## src/rtl/microtrace_pkg.sv

```systemverilog
// Shared constants for the microprogram state tracer: ASCII state names, decoded
// codes, entry layout (entry grows by a dwell field when TRACE_DWELL_EN is defined).
package microtrace_pkg;

  localparam logic [15:0] ASCII_IDLE = 16'h0000;
  localparam logic [15:0] ASCII_Y0   = 16'h5930;
  localparam logic [15:0] ASCII_Y1   = 16'h5931;
  localparam logic [15:0] ASCII_Y2   = 16'h5932;
  localparam logic [15:0] ASCII_Y3   = 16'h5933;
  localparam logic [15:0] ASCII_Y4   = 16'h5934;
  localparam logic [15:0] ASCII_Y5   = 16'h5935;
  localparam logic [15:0] ASCII_Y6   = 16'h5936;
  localparam logic [15:0] ASCII_Y7   = 16'h5937;
  localparam logic [15:0] ASCII_Y8   = 16'h5938;
  localparam logic [15:0] ASCII_YK   = 16'h596B;

  localparam logic [3:0] CODE_Y0   = 4'h0;
  localparam logic [3:0] CODE_Y1   = 4'h1;
  localparam logic [3:0] CODE_Y2   = 4'h2;
  localparam logic [3:0] CODE_Y3   = 4'h3;
  localparam logic [3:0] CODE_Y4   = 4'h4;
  localparam logic [3:0] CODE_Y5   = 4'h5;
  localparam logic [3:0] CODE_Y6   = 4'h6;
  localparam logic [3:0] CODE_Y7   = 4'h7;
  localparam logic [3:0] CODE_Y8   = 4'h8;
  localparam logic [3:0] CODE_YK   = 4'h9;
  localparam logic [3:0] CODE_NONE = 4'hF;

  localparam int CODE_W       = 4;
  localparam int TS_W_DEFAULT = 12;
`ifdef TRACE_DWELL_EN
  localparam int TS_FIELDS = 2;
`else
  localparam int TS_FIELDS = 1;
`endif
  localparam int ENTRY_W = CODE_W + TS_FIELDS * TS_W_DEFAULT;

  typedef struct packed {
    logic       valid;
    logic       illegal;
    logic [3:0] code;
  } decode_t;

  function automatic int entry_width(input int ts_w);
    return CODE_W + TS_FIELDS * ts_w;
  endfunction

  function automatic decode_t decode_state(input logic [15:0] y);
    decode_t r;
    r.valid   = 1'b0;
    r.illegal = 1'b0;
    r.code    = CODE_NONE;
    if (y == ASCII_IDLE) begin
      r.code = CODE_NONE;
    end else if (y >= ASCII_Y0 && y <= ASCII_Y8) begin
      // low nibble of '0'..'8' is the digit itself
      r.valid = 1'b1;
      r.code  = y[3:0];
    end else if (y == ASCII_YK) begin
      r.valid = 1'b1;
      r.code  = CODE_YK;
    end else begin
      r.illegal = 1'b1;
    end
    return r;
  endfunction

endpackage

```

## src/rtl/trace_fifo.sv

```systemverilog
// Synchronous FIFO with extra-MSB pointers, sync clear, and a hold register so the
// read data keeps the last popped entry while the FIFO is empty.
module trace_fifo #(
  parameter int WIDTH = 16,
  parameter int DEPTH = 16
) (
  input  logic                     clk,
  input  logic                     ARst,
  input  logic                     clr,
  input  logic                     push,
  input  logic                     pop,
  input  logic [WIDTH-1:0]         wdata,
  output logic [WIDTH-1:0]         rdata,
  output logic                     full,
  output logic                     empty,
  output logic [$clog2(DEPTH):0]   count
);

  localparam int AW = $clog2(DEPTH);

  logic [AW:0]      wr_q, wr_d, rd_q, rd_d;
  logic [WIDTH-1:0] hold_q, hold_d;
  logic [WIDTH-1:0] mem_q [DEPTH];
  logic             do_push, do_pop;

  always_comb begin
    empty   = (wr_q == rd_q);
    full    = (wr_q[AW] != rd_q[AW]) && (wr_q[AW-1:0] == rd_q[AW-1:0]);
    count   = wr_q - rd_q;
    do_pop  = pop && !empty && !clr;
    // a simultaneous pop frees the slot, so a full FIFO still accepts the push
    do_push = push && !clr && (!full || do_pop);
    wr_d    = wr_q + {{AW{1'b0}}, do_push};
    rd_d    = rd_q + {{AW{1'b0}}, do_pop};
    hold_d  = do_pop ? mem_q[rd_q[AW-1:0]] : hold_q;
    if (clr) begin
      wr_d   = '0;
      rd_d   = '0;
      hold_d = '0;
    end
    rdata = empty ? hold_q : mem_q[rd_q[AW-1:0]];
  end

  always_ff @(posedge clk or posedge ARst) begin
    if (ARst) begin
      wr_q   <= '0;
      rd_q   <= '0;
      hold_q <= '0;
    end else begin
      wr_q   <= wr_d;
      rd_q   <= rd_d;
      hold_q <= hold_d;
    end
  end

  always_ff @(posedge clk) begin
    if (do_push) mem_q[wr_q[AW-1:0]] <= wdata;
  end

endmodule

```

## src/rtl/microprog_trace.sv

```systemverilog
// Decodes the controller's ASCII state name, timestamps each state change into a FIFO
// and keeps sticky done/overflow/illegal flags. TRACE_DWELL_EN adds per-entry dwell.
module microprog_trace
  import microtrace_pkg::*;
#(
  parameter int DEPTH = 16,
  parameter int TS_W  = 12
) (
  input  logic                   clk,
  input  logic                   ARst,
  input  logic                   clr,
  input  logic [15:0]            y_in,
  input  logic                   out_ready,
  output logic                   out_valid,
  output logic [3:0]             out_code,
  output logic [TS_W-1:0]        out_ts,
  output logic [TS_W-1:0]        out_dwell,
  output logic [$clog2(DEPTH):0] count,
  output logic                   done,
  output logic                   overflow,
  output logic                   illegal
);

  localparam int EW = entry_width(TS_W);

  decode_t       dec;
  logic [TS_W-1:0] ts_q, ts_d;
  logic [3:0]    prev_code_q, prev_code_d;
  logic          done_q, done_d;
  logic          overflow_q, overflow_d;
  logic          illegal_q, illegal_d;
  logic          change, fifo_push, fifo_pop, fifo_full, fifo_empty;
  logic [EW-1:0] wdata, rdata;

  always_comb begin
    dec         = decode_state(y_in);
    change      = dec.valid && (dec.code != prev_code_q);
    ts_d        = ts_q + {{(TS_W-1){1'b0}}, 1'b1};
    fifo_pop    = out_ready && !fifo_empty;
    fifo_push   = change;
    prev_code_d = change ? dec.code : prev_code_q;
    done_d      = done_q | (change && dec.code == CODE_YK);
    overflow_d  = overflow_q | (change && fifo_full && !fifo_pop);
    illegal_d   = illegal_q | dec.illegal;
    if (clr) begin
      ts_d        = '0;
      fifo_push   = 1'b0;
      prev_code_d = CODE_NONE;
      done_d      = 1'b0;
      overflow_d  = 1'b0;
      illegal_d   = 1'b0;
    end
  end

  always_ff @(posedge clk or posedge ARst) begin
    if (ARst) begin
      ts_q        <= '0;
      prev_code_q <= CODE_NONE;
      done_q      <= 1'b0;
      overflow_q  <= 1'b0;
      illegal_q   <= 1'b0;
    end else begin
      ts_q        <= ts_d;
      prev_code_q <= prev_code_d;
      done_q      <= done_d;
      overflow_q  <= overflow_d;
      illegal_q   <= illegal_d;
    end
  end

`ifdef TRACE_DWELL_EN
  logic [TS_W-1:0] last_ts_q, last_ts_d, dwell;

  always_comb begin
    // no previous state since reset/clr means nothing to measure
    dwell     = (prev_code_q == CODE_NONE) ? '0 : (ts_d - last_ts_q);
    last_ts_d = change ? ts_d : last_ts_q;
    if (clr) last_ts_d = '0;
    wdata     = {dec.code, ts_d, dwell};
  end

  always_ff @(posedge clk or posedge ARst) begin
    if (ARst) last_ts_q <= '0;
    else      last_ts_q <= last_ts_d;
  end

  assign out_dwell = rdata[TS_W-1:0];
`else
  assign wdata     = {dec.code, ts_d};
  assign out_dwell = '0;
`endif

  trace_fifo #(
    .WIDTH(EW),
    .DEPTH(DEPTH)
  ) u_fifo (
    .clk   (clk),
    .ARst  (ARst),
    .clr   (clr),
    .push  (fifo_push),
    .pop   (fifo_pop),
    .wdata (wdata),
    .rdata (rdata),
    .full  (fifo_full),
    .empty (fifo_empty),
    .count (count)
  );

  assign out_valid = !fifo_empty;
  assign out_code  = rdata[EW-1 -: 4];
  assign out_ts    = rdata[EW-5 -: TS_W];
  assign done      = done_q;
  assign overflow  = overflow_q;
  assign illegal   = illegal_q;

endmodule

```

## config.mk

```make
export PLATFORM = sky130hd
export DESIGN_NAME = microprog_trace
export DESIGN_NICKNAME = d
export VERILOG_FILES = /design/src/rtl/microtrace_pkg.sv /design/src/rtl/trace_fifo.sv /design/src/rtl/microprog_trace.sv
export SDC_FILE = /design/constraint.sdc
export NUM_CORES = 1
export LEC_CHECK = 0
export CAP_MARGIN = 5
export CORE_MARGIN = 4
export CORE_UTILIZATION = 25
export DETAILED_ROUTE_END_ITERATION = 8
export PLACE_DENSITY = 0.51
export RECOVER_POWER = 25
export SETUP_SLACK_MARGIN = 0.1
export SKIP_CTS_REPAIR_TIMING = 1
export SYNTH_ARGS = -nofsm -noshare
export SYNTH_HDL_FRONTEND = slang
export SYNTH_SLANG_ARGS = --single-unit
```

## constraint.sdc

```tcl
create_clock -name clk -period 6.3 [get_ports clk]
set_input_delay 1.26 -clock clk [delete_from_list [all_inputs] [get_ports clk]]
set_output_delay 1.26 -clock clk [all_outputs]
set_load 0.1 [all_outputs]
```

==> metrics.yaml, run 1 <==
status: "finished with violations"
violations: "capacitance limit, slew limit"
design.core.area_um2: 48700
yosys.area_share.adder: 0.0108
cts.sinks: 301
clock_latency_ns: 0.54
worst_slack_ns: 0.779
synthCells: 635
ys_types: 48
synth_warnings: 0
vias_per_cell: 4.38
cp.required_ns: 5.04
antenna_cells: 0
timing.rr.end: "u_fifo.rd_q[4]"
total_leakage_power_nw: 4.95
cts_made_buffers: 29
crit_chain: "buf_4 -> mux4_2 -> mux4_2 -> mux2_2 -> clkdlybuf4s50_1"
min_path_type: "flop to flop"
die_w_um: 230
synth_area_per_cell_um2: 19.4
rsz0062_at_grt: "no"
drv_slew: 84
synthTopCellsByArea: "edfxtp_1, mux4_2, dfrtp_1, mux2_2, a22o_1"
synth-edff-count: 256
grt_pass1_vias: 6463
synth_top_family_by_area: "multiplexers"
drt_first_pass_iters: 4
synth_flop_cell: "edfxtp_1"
ys_ff_latch: 301
wl_per_cell_um: 20.4
crit_slowest_cell: "clkdlybuf4s50_1"
hold_viol: 0
grt_pass1_wl_mm: 42.7
clkTransAtPathRegs_ns: 0.06
finalCritPeriodShare: 0.876
overflow: 0
min_period_ns: 5.52
ctsHtreeMaxLevel: 1
finClkSkew_ns: 0.0134
cp_max_fo: 36
yosysTopAreaCellShare: 0.625
hp-start: "u_fifo.hold_q[12]"
design.die.area_um2: 52800
path_class: "flop to output pin"
critPathMostFrequentCell: "mux4_2"
worst_pin_slew_ns: 3.09
muxShareOfSynthArea: 0.164
synth_compound_area_frac: 0.0243
grt_usage: 0.107
cts_tree: "done"
portBuffers: 44
synthArstFlopShare: 0.150
die_y_um: 230
worstRegToRegCells: 11
wl_mm: 28.6
setup_violations: 0
maxCapViolCount: 2
area_growth_pct: 19.5
min_path_cells: 1
vias: 6136
synth_simple_gate_area_frac: 0.0468
gp_congestion: 0.707
synth_area_um2: 12300
synthTopCellsByCount: "edfxtp_1, mux4_2, dfrtp_1, nor2_1, clkbuf_1"
endpoint_kind: "output pin"
synth_xor_area_frac: 0.0157
final.setup.tns_ns: 0
grt_max_degree: 68
critical-path-max-stage-delay_ns: 0.97
ir_drop_uv: 205
dr.first_iter.drc_count: 519
clk_path_buf_depth: 3
synth_area_leader_cell: "edfxtp_1"
max_freq_ghz: 0.181
layout-drive-gt1-share: 0.274
worstHoldEndpoint: "u_fifo.hold_q[12]"
place_ws_ns: 1.26
holdWs_ns: 0.497
ios: 57
placementRows: 81
max-slew-margin-rel: -1.06
reg2reg_slack_ns: 2.23
cp.arrival_ns: 4.26
synth.most_common_cell: "edfxtp_1"
timing.rr.start: "u_fifo.rd_q[0]"
crit_path_start_kind: "flop"
antenna_found_initial: 0
clock-root-buffer: "clkbuf_16"
final_net_count: 745
drc: 0
power.density_nw_per_um2: 267
initial_core_util: 0.252
seq_area_frac_synth: 0.717
hpwlAfterDp_mm: 17.4
drtAntennaViolNets: 0
-- stage by stage --
stage	power, mW	utilization	std cells	instance area (um^2)
6_report	3.93	0.302	1401	14700
2_1_floorplan	2.24	-	646	12300
3_5_place_dp	2.27	0.283	1347	13800
3_3_place_gp	2.27	0.283	1347	13800
4_1_cts	3.97	0.302	1400	14700
5_1_grt	4.06	0.302	1401	14700
-- sequential cells by signal, summed over array words and instances, names as in the netlist --
register,count
done,1
illegal,1
overflow,1
prev_code_q,4
ts_q,12
u_fifo.hold_q,16
u_fifo.mem_q,256
u_fifo.rd_q,5
u_fifo.wr_q,5
-- final cells by class --
class                      instances  area [um^2]
tap                              664          831
multi-input combinational        288         3370
sequential                       301         8820
clock buffer                      35          748
fill                            4802        34000
clock inverter                    18          165
timing repair buffer              79          707
inverter                          16         60.1
-- cell usage in the layout (no fill, tap or decap), drive strengths merged, types with 13 or more instances in the layout --
master           n
edfxtp         256
mux4            80
clkdlybuf4s50   42
dfrtp           41
clkbuf          40
nor2            36
buf             30
a22o            16
mux2            16
inv             15
nor4            14
clkinv          14
nand3           13
-- layer usage --
metal  share of wire  wire length, um  vias to the layer above  track usage
met4           0.014              389                        0       0.0174
li1                -                -                     2712            -
met2            0.46            13200                      137        0.168
met1            0.48            13800                     3257        0.157
met5               0                0                        -            0
met3           0.043             1240                       30       0.0194
-- logic make-up after synthesis --
logic type / after synthesis
compound gates: 36
xor+xnor: 22
fa+ha+maj: 10
buf+inv: 57
flops: 301
mux: 100
other cells: 1
simple gates: 108
-- where the power goes --
group          leakage (nW)  total (mW)  internal [mW]  switching, mW
Combinational          1.37      0.0796         0.0157         0.0639
Clock                 0.449        1.71          0.966          0.741
Sequential             3.14        2.15           2.14        0.00152
-- worst max path at each step --
stage | to | startpoint | slack [ns] | depth (start not counted)
after floorplan | u_fifo.mem_q[15][0] | y_in[7] | 0.81 | 7
after global placement | out_code[0] | u_fifo.rd_q[0] | 1.26 | 5
final | out_code[0] | u_fifo.rd_q[0] | 0.78 | 5
after global routing | out_code[0] | u_fifo.rd_q[0] | 0.56 | 5
after detailed placement | out_code[0] | u_fifo.rd_q[0] | 1.26 | 5
after CTS | out_code[0] | u_fifo.rd_q[0] | 0.67 | 5
-- critical path: cells and delay by family, from the launching register on --
family | cells | cell delay, ns
buffers and inverters | 2 | 1.39
flip-flops | 1 | 0.92
multiplexers | 3 | 1.36
(Power assumes the default switching activity.)
==> run 2, diff against run 1 <==
--- a/config.mk
+++ b/config.mk
@@ -8,11 +8,13 @@
 export CAP_MARGIN = 5
 export CORE_MARGIN = 4
 export CORE_UTILIZATION = 25
+export CTS_CLUSTER_DIAMETER = 80
 export DETAILED_ROUTE_END_ITERATION = 8
 export PLACE_DENSITY = 0.51
 export RECOVER_POWER = 25
 export SETUP_SLACK_MARGIN = 0.1
 export SKIP_CTS_REPAIR_TIMING = 1
+export SLEW_MARGIN = 20
 export SYNTH_ARGS = -nofsm -noshare
 export SYNTH_HDL_FRONTEND = slang
 export SYNTH_SLANG_ARGS = --single-unit
==> run 2 against run 1 <==
Effect of this change:
- the run still ends with capacitance limit, slew limit left
- design area rose by 0.61%
- non-clock buffer count fell by 1
- routed wire length increased by 0.15%
- clock power up 6%
- first-iteration DRC count increased by 10%
- fmax about the same
- hold slack gained 0.0017 ns
- critical path depth unchanged
==> metrics.yaml, run 2 (synthesized netlist as in run 1, its figures left out) <==
status: "finished with violations"
violations: "capacitance limit, slew limit"
place_inst: 1347  # unchanged
grt_pass1_wl_mm: 42.8  # +0.19%
holdWs_ns: 0.499  # +0.00166 ns
drc: 0  # unchanged
area_growth_pct: 20.2
endpoint_kind: "output pin"
die_y_um: 230  # unchanged
overflow: 0  # unchanged
crit_path_start_kind: "flop"
clkTransAtPathRegs_ns: 0.06  # about the same
drv_slew: 84  # unchanged
final_common_cell: "edfxtp_1"
dr.first_iter.drc_count: 572  # +10%
place_ws_ns: 1.26  # -0.00415 ns
initial_core_util: 0.252  # unchanged
fin_cells: 1404  # +0.21%
antenna_found_initial: 0  # unchanged
vias: 6149  # +0.21%
switching_share: 0.202  # -0.00266
final_net_count: 745  # unchanged
clkPwrFrac: 0.448  # +0.014
min_period_ns: 5.52  # -0.00225 ns
clk_path_buf_depth: 3  # unchanged
maxCapViolCount: 2  # unchanged
power_frac_comb: 0.020  # about the same
ir_drop_uv: 188  # -8.0%
grt_usage: 0.107  # +0.000416
p_int_mw: 3.22  # +2.9%
cp.required_ns: 5.04  # about the same
finalCritPeriodShare: 0.876  # about the same
ctsHtreeMaxLevel: 1  # unchanged
path_class: "flop to output pin"
largest_reg_flops: 256  # unchanged
gp_congestion: 0.707  # unchanged
grt_max_degree: 68  # unchanged
drt_first_pass_iters: 4  # unchanged
wl_mm: 28.7  # +0.15%
power_frac_seq: 0.532  # -0.014
min_path_type: "flop to flop"
placementRows: 81  # unchanged
layout-drive-gt1-share: 0.281  # +0.00738
cts.sinks: 301  # unchanged
clock_latency_ns: 0.55  # about the same
cts_tree: "done"
cts_made_buffers: 30  # +3.4%
die_w_um: 230  # unchanged
final_util: 0.303  # +0.00185
drtAntennaViolNets: 0  # unchanged
clock-root-buffer: "clkbuf_16"
design.core.area_um2: 48700  # unchanged
hold_viol: 0  # unchanged
placed_area_um2: 13800  # about the same
netSwitchingPower_mw: 0.817  # +1.3%
portBuffers: 44  # unchanged
worst_pin_slew_ns: 3.20  # +0.112 ns
finClkSkew_ns: 0.0122  # -0.00113 ns
max_freq_ghz: 0.181  # about the same
vias_per_cell: 4.38  # about the same
worst_slack_ns: 0.781  # +0.00225 ns
total_leakage_power_nw: 4.99  # +0.74%
setup_violations: 0  # unchanged
max-slew-margin-rel: -1.13  # -0.0750
wl_per_cell_um: 20.4  # about the same
finalInstanceArea_um2: 14800  # +0.61%
final_cell_mix: "edfxtp_1, mux4_2, clkdlybuf4s50_1"
rsz0062_at_grt: "no"
design.die.area_um2: 52800  # unchanged
reg2reg_slack_ns: 2.23  # about the same
power.density_nw_per_um2: 273  # +2.0%
final.setup.tns_ns: 0  # unchanged
cp.arrival_ns: 4.26  # about the same
grt_pass1_vias: 6466  # +0.046%
cp_max_fo: 36  # unchanged
hpwlAfterDp_mm: 17.4  # -0.16%
ios: 57  # unchanged
total_power_mw: 4.03  # +2.6%
## run 2: changes by cell type in the layout (fill, tap and decap cells not counted)
cell        previous run  this run
nor2_1                35        34
clkinv_2               9         6
clkbuf_8               1         3
clkbuf_1              10         8
clkinv_1               5         4
clkbuf_16             29        31
clkinvlp_4             2         3
clkinv_4               0         3
nor2_2                 1         2
diode_2                0         1
## run 2: final timing paths
kind	start	to	cells after the start
min in group asynchronous	ARst	u_fifo.wr_q[1]	3
min	u_fifo.hold_q[14]	u_fifo.hold_q[14]	1
max reg2reg	u_fifo.rd_q[0]	u_fifo.rd_q[4]	11
max in group asynchronous	ARst	u_fifo.rd_q[0]	3
max	u_fifo.rd_q[0]	out_code[0]	5
min reg2reg	u_fifo.hold_q[14]	u_fifo.hold_q[14]	1
## run 2: worst max-delay path, cell delays in order (launching register included)
cell	delay, ns
dfrtp_4	0.91
buf_4	0.43
mux4_2	0.55
mux4_2	0.51
mux2_2	0.30
clkdlybuf4s50_1	0.97
## run 2: routing by layer
| metal | GRT usage | up-vias | share of wire |
|---|---|---|---|
| li1 | - | 2718 | - |
| met1 | 0.157 | 3271 | 0.47 |
| met2 | 0.169 | 129 | 0.47 |
| met3 | 0.0204 | 31 | 0.052 |
| met4 | 0.0193 | 0 | 0.013 |
| met5 | 0 | - | 0 |
## run 2: layout make-up
type	instances	area [um^2]
diodes	1	2.50
clock buffers	38	832
clock inverters	18	180
fillers	4785	34000
inverters	16	60.1
multi-input cells	288	3370
flip-flops and latches	301	8820
well taps	664	831
repair buffers	78	693
## run 2: power groups by stage
stage               Sequential [mW]  Combinational (mW)  Clock, mW
floorplan                      2.19              0.0559          0
global placement               2.19              0.0813          0
detailed placement             2.19              0.0818          0
CTS                            2.14              0.0818       1.86
global route                   2.14              0.0853       1.95
finish                         2.15              0.0796       1.81
